--- src/rtl/mcu_spi_phy_pkg.sv ---
// Shared types and defaults for the MCU SPI physical-side companion block.
// Latency: n/a (declarations only). Backpressure: n/a.
// Holds the FSM state encoding and parameter defaults used by mcu_spi_phy and its filter.
package mcu_spi_pkg;

    typedef enum logic [1:0] {
        S_IDLE      = 2'd0,
        S_WAIT_HIGH = 2'd1,
        S_WAIT_LOW  = 2'd2
    } phy_state_t;

    localparam int DEF_SYNC_STAGES    = 2;
    localparam int DEF_FILTER_LEN     = 3;
    localparam int DEF_TIMEOUT_CYCLES = 4096;

    // Counter width that stays legal for a modulus of 1.
    function automatic int cnt_width(input int n);
        return (n > 1) ? $clog2(n) : 1;
    endfunction

endpackage

--- src/rtl/mcu_spi_phy_if.sv ---
// Sequencer/MCU-side signal bundle for mcu_spi_phy.
// Latency: n/a (wires only). Backpressure: none; READY is the only flow control.
// master = sequencer/board side, slave = the phy.
interface mcu_spi_phy_if;
    logic MCUReadyPin;
    logic nMCUSel;
    logic SPIClkRunning;
    logic SPIClkStretch;
    logic ClearTimeout;
    logic MCUReadyFallingEdge;
    logic MCUReadySync;
    logic SPIClkEn;
    logic TimeoutFlag;

    modport master (
        output MCUReadyPin, nMCUSel, SPIClkRunning, SPIClkStretch, ClearTimeout,
        input  MCUReadyFallingEdge, MCUReadySync, SPIClkEn, TimeoutFlag
    );

    modport slave (
        input  MCUReadyPin, nMCUSel, SPIClkRunning, SPIClkStretch, ClearTimeout,
        output MCUReadyFallingEdge, MCUReadySync, SPIClkEn, TimeoutFlag
    );
endinterface

--- src/rtl/mcu_ready_filter.sv ---
// Synchronizes the async READY pin and glitch-filters it into a stable level plus change/fall pulses.
// Latency: SYNC_STAGES+FILTER_LEN SClk edges from first sampling edge to level change.
// Backpressure: none; pulses are one cycle and must be consumed when seen.
module mcu_ready_filter
    import mcu_spi_pkg::*;
#(
    parameter int SYNC_STAGES = DEF_SYNC_STAGES,
    parameter int FILTER_LEN  = DEF_FILTER_LEN
) (
    input  logic SClk,
    input  logic nReset,
    input  logic ready_pin,
    output logic ready_level,
    output logic ready_chg,
    output logic ready_fall
);
    localparam int CW = cnt_width(FILTER_LEN);

    logic [SYNC_STAGES-1:0] sync_q;
    logic [CW-1:0]          cnt_q;
    logic                   synced;

    assign synced = sync_q[SYNC_STAGES-1];

    always_ff @(posedge SClk or negedge nReset) begin
        if (!nReset) begin
            sync_q      <= '0;
            cnt_q       <= '0;
            ready_level <= 1'b0;
            ready_chg   <= 1'b0;
            ready_fall  <= 1'b0;
        end else begin
            sync_q     <= {sync_q[SYNC_STAGES-2:0], ready_pin};
            ready_chg  <= 1'b0;
            ready_fall <= 1'b0;
            if (synced != ready_level) begin
                // Only the FILTER_LEN-th consecutive disagreeing sample flips the level.
                if (cnt_q == CW'(FILTER_LEN - 1)) begin
                    ready_level <= synced;
                    cnt_q       <= '0;
                    ready_chg   <= 1'b1;
                    ready_fall  <= ready_level;
                end else begin
                    cnt_q <= cnt_q + CW'(1);
                end
            end else begin
                cnt_q <= '0;
            end
        end
    end
endmodule

--- src/rtl/mcu_spi_phy.sv ---
// MCU READY conditioning, falling-edge strobe FSM and SPI clock-enable; stall timeout under MCU_READY_TIMEOUT_EN.
// Latency: strobe one SClk after the filtered level falls; SPIClkEn is combinational (zero latency).
// Backpressure: none; without MCU_READY_TIMEOUT_EN the FSM waits on the MCU indefinitely.
module mcu_spi_phy
    import mcu_spi_pkg::*;
#(
    parameter int SYNC_STAGES    = DEF_SYNC_STAGES,
    parameter int FILTER_LEN     = DEF_FILTER_LEN,
    parameter int TIMEOUT_CYCLES = DEF_TIMEOUT_CYCLES
) (
    input logic          SClk,
    input logic          nReset,
    mcu_spi_phy_if.slave bus
);
    phy_state_t state_q, state_d;
    logic       strobe_q, strobe_d;
    logic       ready_level, ready_chg, ready_fall;
    logic       genuine_edge;

    mcu_ready_filter #(
        .SYNC_STAGES (SYNC_STAGES),
        .FILTER_LEN  (FILTER_LEN)
    ) u_filter (
        .SClk        (SClk),
        .nReset      (nReset),
        .ready_pin   (bus.MCUReadyPin),
        .ready_level (ready_level),
        .ready_chg   (ready_chg),
        .ready_fall  (ready_fall)
    );

    assign genuine_edge = (state_q == S_WAIT_LOW) && ready_fall;

`ifdef MCU_READY_TIMEOUT_EN
    localparam int TW = cnt_width(TIMEOUT_CYCLES);

    logic [TW-1:0] tcnt_q, tcnt_d;
    logic          flag_q, flag_d;
    logic          expire;

    always_comb begin
        tcnt_d = tcnt_q;
        expire = 1'b0;
        if (state_q != S_IDLE) begin
            if ((bus.SPIClkStretch || !bus.SPIClkRunning) && tcnt_q == TW'(TIMEOUT_CYCLES - 1)) begin
                expire = 1'b1;
                tcnt_d = '0;
            end else if (ready_chg || (bus.SPIClkRunning && !bus.SPIClkStretch)) begin
                tcnt_d = '0;
            end else begin
                tcnt_d = tcnt_q + TW'(1);
            end
        end
        if (!bus.nMCUSel == 1'b0) begin
            tcnt_d = '0;
            expire = 1'b0;
        end
        // A real edge landing on the expiry cycle is not a stall.
        flag_d = flag_q;
        if (expire && !genuine_edge) begin
            flag_d = 1'b1;
        end else if (bus.ClearTimeout) begin
            flag_d = 1'b0;
        end
    end

    always_ff @(posedge SClk or negedge nReset) begin
        if (!nReset) begin
            tcnt_q <= '0;
            flag_q <= 1'b0;
        end else begin
            tcnt_q <= tcnt_d;
            flag_q <= flag_d;
        end
    end

    assign bus.TimeoutFlag = flag_q;
`else
    logic expire;
    logic unused_tmo;

    assign expire          = 1'b0;
    assign unused_tmo      = bus.ClearTimeout ^ ready_chg ^ TIMEOUT_CYCLES[0];
    assign bus.TimeoutFlag = 1'b0;
`endif

    always_comb begin
        state_d  = state_q;
        strobe_d = 1'b0;
        unique case (state_q)
            S_IDLE:      state_d = S_WAIT_HIGH;
            S_WAIT_HIGH: if (ready_level) state_d = S_WAIT_LOW;
            S_WAIT_LOW: begin
                if (ready_fall) begin
                    strobe_d = 1'b1;
                    state_d  = S_WAIT_HIGH;
                end
            end
            default:     state_d = S_IDLE;
        endcase
        if (expire) begin
            strobe_d = 1'b1;
            state_d  = S_WAIT_HIGH;
        end
        // Deselect overrides everything, including an edge on the same cycle.
        if (bus.nMCUSel) begin
            state_d  = S_IDLE;
            strobe_d = 1'b0;
        end
        if (strobe_q) begin
            strobe_d = 1'b0;
        end
    end

    always_ff @(posedge SClk or negedge nReset) begin
        if (!nReset) begin
            state_q  <= S_IDLE;
            strobe_q <= 1'b0;
        end else begin
            state_q  <= state_d;
            strobe_q <= strobe_d;
        end
    end

    assign bus.MCUReadyFallingEdge = strobe_q;
    assign bus.MCUReadySync        = ready_level;
    assign bus.SPIClkEn            = bus.SPIClkRunning & ~bus.SPIClkStretch & ~bus.nMCUSel;
endmodule

--- src/flat_wrapper.sv ---
// flat-port wrapper written by rule: the top's interface ports become plain ports
module mcu_spi_phy_flat import mcu_spi_pkg::*;
#(
    parameter int SYNC_STAGES    = DEF_SYNC_STAGES,
    parameter int FILTER_LEN     = DEF_FILTER_LEN,
    parameter int TIMEOUT_CYCLES = DEF_TIMEOUT_CYCLES
)
  (SClk, nReset, bus_MCUReadyPin, bus_nMCUSel, bus_SPIClkRunning, bus_SPIClkStretch, bus_ClearTimeout, bus_MCUReadyFallingEdge, bus_MCUReadySync, bus_SPIClkEn, bus_TimeoutFlag);
  mcu_spi_phy_if bus_i ();
  input logic SClk;
  input logic nReset;
  input wire logic [$bits(bus_i.MCUReadyPin)-1:0] bus_MCUReadyPin;
  input wire logic [$bits(bus_i.nMCUSel)-1:0] bus_nMCUSel;
  input wire logic [$bits(bus_i.SPIClkRunning)-1:0] bus_SPIClkRunning;
  input wire logic [$bits(bus_i.SPIClkStretch)-1:0] bus_SPIClkStretch;
  input wire logic [$bits(bus_i.ClearTimeout)-1:0] bus_ClearTimeout;
  output wire logic [$bits(bus_i.MCUReadyFallingEdge)-1:0] bus_MCUReadyFallingEdge;
  output wire logic [$bits(bus_i.MCUReadySync)-1:0] bus_MCUReadySync;
  output wire logic [$bits(bus_i.SPIClkEn)-1:0] bus_SPIClkEn;
  output wire logic [$bits(bus_i.TimeoutFlag)-1:0] bus_TimeoutFlag;
  assign bus_i.MCUReadyPin = bus_MCUReadyPin;
  assign bus_i.nMCUSel = bus_nMCUSel;
  assign bus_i.SPIClkRunning = bus_SPIClkRunning;
  assign bus_i.SPIClkStretch = bus_SPIClkStretch;
  assign bus_i.ClearTimeout = bus_ClearTimeout;
  assign bus_MCUReadyFallingEdge = bus_i.MCUReadyFallingEdge;
  assign bus_MCUReadySync = bus_i.MCUReadySync;
  assign bus_SPIClkEn = bus_i.SPIClkEn;
  assign bus_TimeoutFlag = bus_i.TimeoutFlag;
  mcu_spi_phy #(.SYNC_STAGES(SYNC_STAGES), .FILTER_LEN(FILTER_LEN), .TIMEOUT_CYCLES(TIMEOUT_CYCLES)) u_core (.SClk(SClk), .nReset(nReset), .bus(bus_i));
endmodule
--- config.mk ---
export PLATFORM = sky130hd
export DESIGN_NAME = mcu_spi_phy_flat
export DESIGN_NICKNAME = d
export VERILOG_FILES = /design/src/rtl/mcu_spi_phy_pkg.sv /design/src/rtl/mcu_spi_phy_if.sv /design/src/rtl/mcu_ready_filter.sv /design/src/rtl/mcu_spi_phy.sv /design/src/flat_wrapper.sv
export SDC_FILE = /design/constraint.sdc
export NUM_CORES = 1
export LEC_CHECK = 0
export CAP_MARGIN = 40
export CORE_AREA = 5 5 42 44
export CTS_CLUSTER_DIAMETER = 50
export DETAILED_ROUTE_END_ITERATION = 7
export DIE_AREA = 0 0 47 49
export DONT_BUFFER_PORTS = 1
export SLEW_MARGIN = 20
export SYNTH_ARGS = -nofsm -noshare
export SYNTH_HDL_FRONTEND = slang
export SYNTH_SLANG_ARGS = --single-unit
--- constraint.sdc ---
create_clock -name SClk -period 2.25 [get_ports SClk]
set_input_delay 0.675 -clock SClk [delete_from_list [all_inputs] [get_ports SClk]]
set_output_delay 0.675 -clock SClk [all_outputs]
set_load 0.005 [all_outputs]
Yosys cells after proc, flatten, opt, wreduce, memory -nomap -nowiden
Cells that the tools add are included.
{"block": "op_classes", "n_addsub": 1, "n_eq_ne": 6, "muxes": 12, "bitwise": 4, "n_reduce_logical": 3}
{"op": "2-bit 2-to-1 mux", "n": 5}
{"op": "1-bit 2-to-1 mux", "n": 6}
{"op": "3-bit != test (second input constant)", "n": 2}
{"op": "2-bit case mux with 3 select lines", "n": 1}
{"op": "2-bit == test (second input constant)", "n": 2}
{"op": "2-bit AND reduction", "n": 2}
{"op": "2-bit by 1-bit adder with 2-bit output (second input constant)", "n": 1}
{"op": "1-bit AND", "n": 2}
{"op": "2-bit by 1-bit == test with 1-bit output (second input constant)", "n": 1}
{"op": "2-bit zero test", "n": 1}
{"op": "1-bit NOT", "n": 2}
{"op": "1-bit != test", "n": 1}
{"block": "word_totals", "ff_bits": 9, "in_bits": 7, "output_inout_bits": 4}

Longest topological paths before layout
Gate-level depths: netlist (run 1).
{"block": "logic_depth", "word_depth": 4, "mapped_depth": 2, "depth_no_buf": 2}

By module
From an unflattened synthesis (run 1), not the netlist that was laid out.
{"block": "hier_totals", "cells_unflattened": 28, "hier_area_um2": 381.6}
{"module": "mcu_ready_filter", "instances": 1, "cells_each": 14, "area_each_um2": 236.5, "seq_area_each_um2": 175.2}
{"module": "mcu_spi_phy", "instances": 1, "cells_each": 14, "area_each_um2": 145.1, "seq_area_each_um2": 75.1}

Worst setup path after synthesis (run 1)
Ideal clock, no wire load.
{"block": "synth_timing", "path_kind": "input port to output port", "from": "input bus_nMCUSel", "to": "output bus_SPIClkEn", "arrival_ps": 891, "path_slack_ps": 684, "cell_stages": 1, "path_buffers": 0, "cell_sequence": "nor3b_1"}
{"block": "synth_via", "elab_chain_cells": 2}
{"item": "from (decl)", "line_no": "flat_wrapper.sv:13", "source": "input wire logic [$bits(bus_i.nMCUSel)-1:0] bus_nMCUSel;"}
{"item": "1-bit NOT", "line_no": "mcu_spi_phy.sv:127", "source": "assign bus.SPIClkEn = bus.SPIClkRunning & ~bus.SPIClkStretch & ~bus.nMCUSel;"}
{"item": "1-bit AND", "line_no": "mcu_spi_phy.sv:127"}
{"item": "to (decl)", "line_no": "flat_wrapper.sv:19", "source": "output wire logic [$bits(bus_i.SPIClkEn)-1:0] bus_SPIClkEn;"}
Every way passes these cells.

Worst setup path in the final report (run 1)
Same ends and word-level chain as after synthesis.

==> impl_metrics.json, run 1 <==
{
  "status": "finished, final reports clean",
  "reg2reg_slack_ns": 1.25,
  "synth_top_family_by_area": "simple AND/OR/NAND/NOR gates",
  "finalCritPeriodShare_pct": 70.4,
  "synth_xor_xnor_area_share_pct": 2.56,
  "antenna_found_initial": 0,
  "cts_sinks": 9,
  "rr_startpoint": "u_core.u_filter.ready_level",
  "rr_endpoint": "u_core.state_q[0]",
  "yosysSeqAreaShare_pct": 65.9,
  "synth_cell_type_count": 16,
  "num_vias": 202,
  "crit_cells": 1,
  "grt-ovfl-total": 0,
  "synthMuxAreaShare_pct": 3.30,
  "finalSetupViolCount": 0,
  "synth-compound-area-share_pct": 3.66,
  "n_antenna_cell": 0,
  "layout-drive-gt1-share_pct": 13.8,
  "detail_route.first_pass.iterations": 2,
  "crit_start": "bus_nMCUSel",
  "clock_skew_ns": 0.00581,
  "power.density_nw_per_um2": 1160,
  "synthCells": 26,
  "grt_pass1_vias": 215,
  "synthSimpleGateAreaFrac_pct": 21.2,
  "die_area_sq_um": 2300,
  "die_h_um": 49,
  "hold_path_class": "input pin to async pin",
  "drtIter0Drc": 3,
  "htree_levels": 1,
  "syn_area_sq_um": 342,
  "reg2regPathDepth": 2,
  "port_buffers": 0,
  "synthAdderAreaFrac_pct": 0,
  "tns_ns": 0,
  "max_cap_violations": 0,
  "via_per_inst": 4.49,
  "grt_setup_unrepaired": "no",
  "critPathMaxStageDelay_ns": 0.23,
  "path_cells": "nor3b_1",
  "timing.final.ws_setup_ns": 0.666,
  "drt-total-wl_um": 564,
  "route.detailed.drc": 0,
  "ys.warnings.count": 0,
  "clock_latency_ns": 0.25,
  "syn-num-nets": 33,
  "grt_max_degree": 10,
  "initial_utilization_pct": 24.4,
  "dp_worst_setup_slack_ns": 0.662,
  "place_area_sq_um": 354,
  "final_common_cell": "dfrtp_1",
  "post-cts-setup-buffer-count": 0,
  "ctsResizeCount": 0,
  "hold_buffers": 0,
  "required_ns": 1.57,
  "nNetsFinal": 37,
  "leakage_nw": 0.159,
  "final_cell_mix": "dfrtp_1, nor3b_1, clkbuf_4",
  "cp-endpoint": "bus_SPIClkEn",
  "ant_nets": 0,
  "final_cell_area_sq_um": 380,
  "grt_usage_pct": 5.92,
  "hold_viol": 0,
  "cts_buffer_depth": 2,
  "fmax_mhz": 631,
  "crit_fanout": 5,
  "ys_seq_elements": 9,
  "numCtsBuffers": 3,
  "cp_slowest_cell": "nor3b_1",
  "vdd_drop_max_mv": 0.465,
  "maxSlewViolCount": 0,
  "finalCriticalPeriod_ns": 1.58,
  "cts_tree": "built",
  "cts-root-buf": "clkbuf_4",
  "num-fill-cells": 152,
  "core_sq_um": 1400,
  "num_io_pins": 11,
  "start_kind": "input pin",
  "cp_top_family": "simple AND/OR/NAND/NOR gates",
  "row_count": 14,
  "cp.arrival_ns": 0.91,
  "cp_num_buf_inv": 0,
  "syn_to_final_growth_pct": 11.4,
  "die_w_um": 47,
  "crit_path_end_kind": "primary output",
  "crit_type": "input pin to primary output",
  "synth_area_per_cell_sq_um": 13.1,
  "clk_pin_slew_ns": 0.06,
  "grt_pass1_wl_um": 931,
  "hpwlAfterDp_um": 438,
  "avgRoutedWirePerCell_um": 12.5,
  "place.gp.congestion": 0.706
}
-- power by group --
| part | switching (mW) | internal (mW) |
|---|---|---|
| Combinational | 0.0266 | 0.0480 |
| Sequential | 0.0457 | 0.204 |
| Clock | 0.0501 | 0.0679 |
-- how the worst min path moves through the flow --
stage | end | slack, ns
after floorplan | u_core.u_filter.sync_q[1] | 0.33
after global placement | u_core.u_filter.sync_q[1] | 0.34
after detailed placement | u_core.u_filter.sync_q[1] | 0.34
after CTS | u_core.state_q[1] | 0.1
after global routing | u_core.state_q[1] | 0.09
final | u_core.u_filter.cnt_q[0] | 0.11
-- state kept, by name, indices dropped and copies added (netlist names) --
| register | count |
|---|---|
| u_core.state_q | 2 |
| u_core.u_filter.sync_q | 2 |
| u_core.u_filter.ready_level | 1 |
| u_core.u_filter.ready_fall | 1 |
| u_core.u_filter.cnt_q | 2 |
| u_core.bus.MCUReadyFallingEdge | 1 |
-- cells in the mapped netlist, drive strengths merged --
cell type  n  area [sq um]
dfrtp      9           225
nor3b      3          22.5
a21oi      1          5.00
buf        1          7.51
conb       1          3.75
mux2       1          11.3
nand2      1          3.75
nand2b     1          6.26
nand3b     1          7.51
nor2b      1          6.26
nor3       1          5.00
nor4       1          6.26
o31ai      1          7.51
or3        1          6.26
or3b       1          8.76
xnor2      1          8.76
-- logic make-up (layout without fill, tap and decap cells) --
group | count (synthesis) | after routing
other cells | 1 | 1
mux | 1 | 1
xor+xnor | 1 | 1
flops | 9 | 9
simple gates | 11 | 11
buf+inv | 1 | 4
compound gates | 2 | 2
-- layer usage --
| metal | up-vias | routed length [um] | GRT usage, % |
|---|---|---|---|
| li1 | 94 | - | - |
| met1 | 95 | 202 | 5.26 |
| met2 | 13 | 245 | 8.37 |
| met3 | 0 | 116 | 7.38 |
| met4 | 0 | 0 | 1.38 |
| met5 | - | 0 | 0 |
-- through the flow --
step           hold slack (ns)  total power [mW]  instances  utilization [%]
6_report                 0.110             0.443         45             27.1
5_1_grt                 0.0876             0.478         45             27.1
4_1_cts                 0.0973             0.453         45             27.1
3_5_place_dp             0.341             0.328         41             25.3
3_3_place_gp             0.338             0.315         41             25.3
2_1_floorplan            0.331             0.307         26                -
-- layout make-up --
| class | instances | area [sq um] | share of cell area (%) |
|---|---|---|---|
| sequential | 9 | 225 | 59.2 |
| multi-input combinational | 16 | 109 | 28.6 |
| clock buffer | 4 | 26.3 | 6.91 |
| tap | 16 | 20.0 | 5.26 |
(Power assumes the default switching activity.)
==> run 2: changes to the inputs <==
==> constraint.sdc (replaced) <==
create_clock -name SClk -period 1.5 [get_ports SClk]
set_input_delay 0.45 -clock SClk [delete_from_list [all_inputs] [get_ports SClk]]
set_output_delay 0.45 -clock SClk [all_outputs]
set_load 0.005 [all_outputs]
==> impl_metrics.json, run 2 (synthesis gave the netlist of run 1 again) <==
{
  "status": "finished, final reports clean",
  "finalSetupViolCount": 0,
  "hold_path_class": "input pin to flop",
  "avgRoutedWirePerCell_um": 12.6,
  "htree_levels": 1,
  "power.density_nw_per_um2": 1720,
  "nNetsFinal": 38,
  "route.detailed.drc": 0,
  "hold_viol": 0,
  "maxSlewViolCount": 0,
  "clock_latency_ns": 0.25,
  "core_sq_um": 1400,
  "place_area_sq_um": 354,
  "final_cell_mix": "dfrtp_1, nor3b_1, clkbuf_4",
  "num_io_pins": 11,
  "clk_pin_slew_ns": 0.05,
  "ant_nets": 0,
  "num_vias": 207,
  "grtUsageMet1_pct": 5.49,
  "power_mw": 0.670,
  "antenna_found_initial": 0,
  "tns_ns": 0,
  "grtUsageMet2_pct": 8.82,
  "drtIter0Drc": 2,
  "port_buffers": 0,
  "grtUsageMet3_pct": 7.01,
  "cp.arrival_ns": 0.72,
  "grt-ovfl-total": 0,
  "initial_utilization_pct": 24.4,
  "final_cell_area_sq_um": 390,
  "grt_setup_unrepaired": "no",
  "numCtsBuffers": 3,
  "drt-total-wl_um": 578,
  "finalCritPeriodShare_pct": 78.3,
  "die_h_um": 49,
  "max_cap_violations": 0,
  "cts_sinks": 9,
  "final_common_cell": "dfrtp_1",
  "cts_buffer_depth": 2,
  "crit_type": "flop to primary output",
  "required_ns": 1.05,
  "die_w_um": 47,
  "leakage_nw": 0.163,
  "grt_usage_pct": 6.06,
  "syn_to_final_growth_pct": 14.3,
  "layout-drive-gt1-share_pct": 13.3,
  "grt_pass1_vias": 219,
  "row_count": 14,
  "place.gp.congestion": 0.706,
  "detail_route.first_pass.iterations": 2,
  "grt-busiest-layer": "met2",
  "reg_top3": "u_core.state_q (2), u_core.u_filter.cnt_q (2), u_core.u_filter.sync_q (2)",
  "grt_max_degree": 10,
  "cts_tree": "built",
  "die_area_sq_um": 2300,
  "finalCriticalPeriod_ns": 1.17,
  "clock_skew_ns": 0.00538,
  "crit_path_end_kind": "primary output",
  "hpwlAfterDp_um": 438,
  "fmax_mhz": 851,
  "via_per_inst": 4.50,
  "cts-root-buf": "clkbuf_4",
  "start_kind": "flop",
  "vdd_drop_max_mv": 0.696,
  "crit_fanout": 6,
  "grt_pass1_wl_um": 966,
  "utilization_pct": 27.9,
  "n_antenna_cell": 0
}
## run 2: cell types whose count changed in the layout (fill, tap and decap cells not counted), sizes merged
cell | previous run | this run
dlygate4sd3 | 0 | 1
## run 2: layout make-up
| cell class | count | area, sq um |
|---|---|---|
| sequential | 9 | 225 |
| tap | 16 | 20.0 |
| timing repair buffer | 1 | 10.0 |
| clock buffer | 4 | 26.3 |
| fill | 153 | 1010 |
| multi-input combinational | 16 | 109 |
## run 2: power by group
part | total (mW) | switching [mW] | leakage (nW) | internal (mW)
sequential | 0.375 | 0.0684 | 0.115 | 0.306
clock | 0.176 | 0.0746 | 0.0150 | 0.102
combinational | 0.118 | 0.0443 | 0.0337 | 0.0738
total | 0.670 | 0.187 | 0.163 | 0.482
## run 2: routing by layer
layer / wire, um / part of all wire, %
met1: 214 / 37
met4: 0 / 0
met2: 260 / 45
met5: 0 / 0
met3: 104 / 18
## run 2: path summary, 6_finish.rpt
path / end / depth (start not counted) / slack [ns] / from
worst max-delay path: bus_MCUReadySync / 0 / 0.33 / u_core.u_filter.ready_level
worst min-delay path: u_core.u_filter.sync_q[0] / 0 / 0.23 / bus_MCUReadyPin
worst max register to register: u_core.state_q[0] / 2 / 0.50 / u_core.u_filter.ready_level
worst min register to register: u_core.u_filter.sync_q[1] / 0 / 0.35 / u_core.u_filter.sync_q[0]
max in group asynchronous: u_core.u_filter.sync_q[1] / 1 / 0.66 / nReset
min in group asynchronous: u_core.u_filter.cnt_q[0] / 1 / 0.55 / nReset
## run 2: worst reg2reg max path: cells and delay by family, from the launching register on
family	cells	cell delay, ns
DFF	1	0.46
AOI/OAI and AO/OA	1	0.07
and+or+nand+nor	1	0.38
## run 2: metrics by stage
stage               hold WS [ns]  worst slack [ns]  cells
floorplan                  0.154             0.384     26
finish                     0.227             0.325     46
detailed placement         0.155             0.362     41
global placement           0.155             0.335     41
global route               0.206             0.275     46
CTS                        0.215             0.309     46
## run 2: repair_timing
action,4_1_cts,5_1_grt
hold buffers,1,0
endpoints found under the hold margin,9,0
buffers inserted,0,0
gates resized for setup,0,0
